## src/rtl/kf_phase_sequencer.sv

```systemverilog
// Kalman filter iteration sequencer: walks PREDICT, COV, GAIN, CORRECT for
// snapshotted per-phase lengths, with start/busy/done handshake, stall and abort.
module kf_phase_sequencer #(
   parameter int CNT_BITS = 5
) (
   input  logic                clk,
   input  logic                rst,
   input  logic                start,
   input  logic                abort,
   input  logic                stall,
   input  logic [CNT_BITS-1:0] len_predict,
   input  logic [CNT_BITS-1:0] len_cov,
   input  logic [CNT_BITS-1:0] len_gain,
   input  logic [CNT_BITS-1:0] len_correct,
   output logic                busy,
   output logic [3:0]          phase_en,
   output logic [1:0]          phase_id,
   output logic [CNT_BITS-1:0] cnt,
   output logic                phase_last,
   output logic                done,
   output logic                aborted
);

   typedef enum logic [1:0] {
      S_IDLE = 2'd0,
      S_RUN  = 2'd1,
      S_FIN  = 2'd2
   } state_t;

   localparam logic [CNT_BITS-1:0] CNT_ONE  = CNT_BITS'(1);
   localparam logic [CNT_BITS-1:0] CNT_ZERO = '0;

   state_t              state_q, state_d;
   logic [CNT_BITS-1:0] len_in [4];
   logic [CNT_BITS-1:0] len_q  [4];
   logic [1:0]          phase_q, phase_d;
   logic [CNT_BITS-1:0] cnt_q, cnt_d;
   logic                done_d, aborted_d;
   logic                snap;
   logic [3:0]          nz_in, nz_q, nz_after;
   logic                first_vld, next_vld;
   logic [1:0]          first_idx, next_idx;

   // Lowest set bit of a 4-bit mask as {found, index}.
   function automatic logic [2:0] lowest_set(input logic [3:0] m);
      logic [2:0] r;
      r = 3'b000;
      for (int i = 3; i >= 0; i--) begin
         if (m[i]) r = {1'b1, 2'(i)};
      end
      return r;
   endfunction

   assign len_in[0] = len_predict;
   assign len_in[1] = len_cov;
   assign len_in[2] = len_gain;
   assign len_in[3] = len_correct;

   always_comb begin
      for (int i = 0; i < 4; i++) begin
         nz_in[i] = |len_in[i];
         nz_q[i]  = |len_q[i];
      end
   end

   // Zero-length phases are masked out so the search lands directly on the next live phase.
   assign nz_after                = nz_q & (4'b1110 << phase_q);
   assign {first_vld, first_idx}  = lowest_set(nz_in);
   assign {next_vld, next_idx}    = lowest_set(nz_after);
   assign snap                    = (state_q == S_IDLE) && start && !abort;

   always_comb begin
      state_d   = state_q;
      phase_d   = phase_q;
      cnt_d     = cnt_q;
      aborted_d = 1'b0;
      case (state_q)
         S_IDLE: begin
            if (snap) begin
               if (first_vld) begin
                  state_d = S_RUN;
                  phase_d = first_idx;
                  cnt_d   = CNT_ONE;
               end else begin
                  state_d = S_FIN;
               end
            end
         end
         S_RUN: begin
            if (abort) begin
               state_d   = S_IDLE;
               phase_d   = 2'd0;
               cnt_d     = CNT_ZERO;
               aborted_d = 1'b1;
            end else if (!stall) begin
               if (cnt_q != len_q[phase_q]) begin
                  cnt_d = cnt_q + CNT_ONE;
               end else if (next_vld) begin
                  phase_d = next_idx;
                  cnt_d   = CNT_ONE;
               end else begin
                  state_d = S_FIN;
                  phase_d = 2'd0;
                  cnt_d   = CNT_ZERO;
               end
            end
         end
         S_FIN: begin
            state_d   = S_IDLE;
            aborted_d = abort;
         end
         default: begin
            state_d = S_IDLE;
            phase_d = 2'd0;
            cnt_d   = CNT_ZERO;
         end
      endcase
      done_d = (state_d == S_FIN);
   end

   always_ff @(posedge clk) begin
      if (rst) begin
         state_q  <= S_IDLE;
         phase_q  <= 2'd0;
         cnt_q    <= CNT_ZERO;
         busy     <= 1'b0;
         phase_en <= 4'b0000;
         done     <= 1'b0;
         aborted  <= 1'b0;
      end else begin
         state_q  <= state_d;
         phase_q  <= phase_d;
         cnt_q    <= cnt_d;
         busy     <= (state_d == S_RUN);
         phase_en <= (state_d == S_RUN) ? (4'b0001 << phase_d) : 4'b0000;
         done     <= done_d;
         aborted  <= aborted_d;
      end
   end

   // Length snapshot is held for the whole iteration; later input changes are ignored.
   always_ff @(posedge clk) begin
      if (snap) begin
         for (int i = 0; i < 4; i++) len_q[i] <= len_in[i];
      end
   end

   assign phase_id   = phase_q;
   assign cnt        = cnt_q;
   assign phase_last = (|phase_en) && (cnt_q == len_q[phase_q]);

endmodule

```

## config.mk

```make
export PLATFORM = sky130hd
export DESIGN_NAME = kf_phase_sequencer
export DESIGN_NICKNAME = d
export VERILOG_FILES = /design/src/rtl/kf_phase_sequencer.sv
export SDC_FILE = /design/constraint.sdc
export NUM_CORES = 1
export LEC_CHECK = 0
export CORE_ASPECT_RATIO = 0.7
export CORE_UTILIZATION = 54
export CTS_CLUSTER_SIZE = 40
export DETAILED_ROUTE_END_ITERATION = 12
export GPL_ROUTABILITY_DRIVEN = 0
export GPL_TIMING_DRIVEN = 0
export HOLD_SLACK_MARGIN = 0.06
export PLACE_DENSITY = 0.93
export SLEW_MARGIN = 20
export SYNTH_ARGS = -nofsm -noshare
export SYNTH_HDL_FRONTEND = slang
export SYNTH_SLANG_ARGS = --single-unit
```

## constraint.sdc

```tcl
create_clock -name clk -period 6.75 [get_ports clk]
set_clock_uncertainty 0.15 [all_clocks]
set_input_delay 2.025 -clock clk [delete_from_list [all_inputs] [get_ports clk]]
set_output_delay 2.025 -clock clk [all_outputs]
set_load 0.05 [all_outputs]
```

==> flow_summary.yaml <==
cts:
  cts.clk_slew.worst_paths_ps: 70
  postCtsSetupBuffers: 0
  insertion_delay_ps: 280
  cts_tree: "built"
  cts_buffers: 5
  cts_sinks: 36
  clockBufferDepth: 2
  cts_hold_buf: 0
  cts_resized: 0
  htree_levels: 2
  root_buffer: "clkbuf_8"
setup_path:
  cp_max_fo: 10
  required_ps: 4580
  end_kind: "output pin"
  critPathArrivalTime_ps: 3050
  worstSetupPathType: "register to output pin"
  startpoint_type: "register"
global_routing:
  grt_antenna_before_repair: 0
  grt_pass1_wl_um: 7360
  overflow: 0
  grt_pass1_vias: 1573
  track_usage_pct: 26.7
  grt_max_degree: 27
synth:
  synthTopCellsByArea: "edfxtp_1, dfxtp_1, or4_1"
  synth_area_leader_cell: "edfxtp_1"
  synth-edff-count: 20
  yosys_warnings: 0
  ys_dominant_reg_cell: "edfxtp_1"
  synth_fp_nets: 195
  syn_inst: 165
  avgSynthCellArea_um2: 11.5
  syn_area_um2: 1890
  synthArstFlopShare_pct: 0
  ys_ff_latch: 36
  synth_cell_types: 52
  yosysSeqAreaShare_pct: 48.7
  synth_top_area_share_pct: 31.7
cells_and_area:
  fin_nets: 240
  area_growth_pct: 27.4
  final_cell_mix: "clkdlybuf4s50_1, edfxtp_1, dfxtp_1"
  antenna_cells: 0
  finalInstanceArea_um2: 2410
  drive_gt1_share_pct: 13.3
  stdcell_count: 258
  layout_commonest_cell: "clkdlybuf4s50_1"
placed_design:
  dp_hpwl_um: 3480
  dp_cells: 250
  post_dp_cell_area_um2: 2330
  port_buffers: 38
drt:
  vias: 1565
  routed_via_density: 6.07
  final_antenna_net_count: 0
  drc_errors: 0
  wirelength_um: 4490
  dr.pass1.iters: 4
  wl_per_cell_um: 17.4
  initialDrtViolationCount: 94
pwr:
  switchingPower_mw: 0.137
  vdd_drop_max_mv: 0.149
  sw_frac_of_total_pct: 27.5
  p_comb_share_pct: 20.7
  p_per_area_nw_per_um2: 207
  seqPwrFrac_pct: 50.6
  cellLeakagePower_nw: 0.818
  clockPowerShare_pct: 28.6
  p_int_mw: 0.361
timing:
  fin_crit_sh_pct: 77.5
  finalHoldViolations: 0
  slew_violations: 0
  hold_ws_ps: 409
  tns_ps: 0
  finalCriticalPeriod_ps: 5230
  slew-limit-headroom_pct: 38.0
  fmax_mhz: 191
  setup_viol: 0
  rsz0062_at_grt: "no"
  worst_slew_pin_slew_ps: 929
outcome:
  status: "finished clean"
die:
  initial_utilization_pct: 58.5
  fp.coreArea_um2: 3230
  rows: 17
  die_y_um: 51.5
  die_x_um: 72.7
  num_io_pins: 40
  die_area_um2: 3750
worst_hold_path:
  hold_path_class: "register to register"
run:
  drv_cap: 0
-- cells in the mapped netlist (3+ instances only) --
master and instances:
nand2_1 8, mux2i_1 6, edfxtp_1 20, xnor2_1 3
nor3_1 3, nor2_1 9, dfxtp_1 16, a21oi_1 11
inv_1 10, a211oi_1 3, ha_1 5, or4_1 9
or3_1 4, mux4_2 3, o21ai_0 4
-- power by group through the flow --
stage	clock network [mW]	logic, mW	registers (mW)
after global routing	0.152	0.110	0.253
final	0.143	0.103	0.252
after global placement	0	0.0967	0.256
after detailed placement	0	0.101	0.257
after CTS	0.144	0.102	0.252
after floorplan	0	0.0517	0.269
-- metrics by stage --
stage / worst slack [ps] / power, mW / util, %
2_1_floorplan: 2040 / 0.321 / -
3_3_place_gp: 1780 / 0.353 / 72.1
3_5_place_dp: 1650 / 0.358 / 72.1
4_1_cts: 1550 / 0.499 / 74.6
5_1_grt: 1430 / 0.516 / 74.6
6_report: 1520 / 0.498 / 74.6
-- routing by layer --
metal	up-vias	wire length [um]	track usage [%]
met1	740	1880	33.0
met3	14	336	6.59
met4	0	81	8.50
met2	84	2200	46.4
li1	727	-	-
met5	-	0	0
-- cells by family (layout without fill, tap and decap cells) --
kind of cell / count (synthesis) / after routing / synth area share [%]
and+or+nand+nor: 53 / 53 / 17.4
AOI/OAI and AO/OA: 41 / 41 / 17.1
DFF: 36 / 36 / 48.7
buffers and inverters: 14 / 60 / 3.31
muxes: 11 / 11 / 7.94
adders and majority gates: 5 / 5 / 3.31
xor gates and xnor gates: 5 / 5 / 2.32
-- final cells by class --
class / instances / area [um2]
Buffer: 4 / 25.0
Clock buffer: 7 / 76.3
Tap cell: 47 / 58.8
Sequential cell: 36 / 921
Clock inverter: 1 / 3.75
Multi-Input combinational cell: 115 / 908
Inverter: 10 / 37.5
Timing Repair Buffer: 38 / 380
Fill cell: 214 / 822
-- registers in the layout, summed over array words and instances (netlist names) --
register  flops
busy          1
phase_en      4
len_q        20
cnt           5
aborted       1
phase_id      2
state_q       2
done          1
-- path summary, 6_finish.rpt --
check,end,startpoint,slack (ps),depth (start not counted)
max reg2reg,phase_en[1]$_SDFF_PP0_,state_q[1]$_SDFF_PP0_,3350,9
min reg2reg,cnt[4]$_SDFFE_PP0P_,cnt[4]$_SDFFE_PP0P_,410,2
min,cnt[4]$_SDFFE_PP0P_,cnt[4]$_SDFFE_PP0P_,410,2
max,phase_last,phase_id[0]$_SDFF_PP0_,1520,7
-- critical path, stage by stage, from the launching register on --
cell	delay (ps)
dfxtp_1	400
buf_6	190
mux2i_1	320
mux2_2	380
a21oi_1	270
nand3_2	240
nor2_1	160
clkdlybuf4s50_1	810
(Power assumes the default switching activity.)
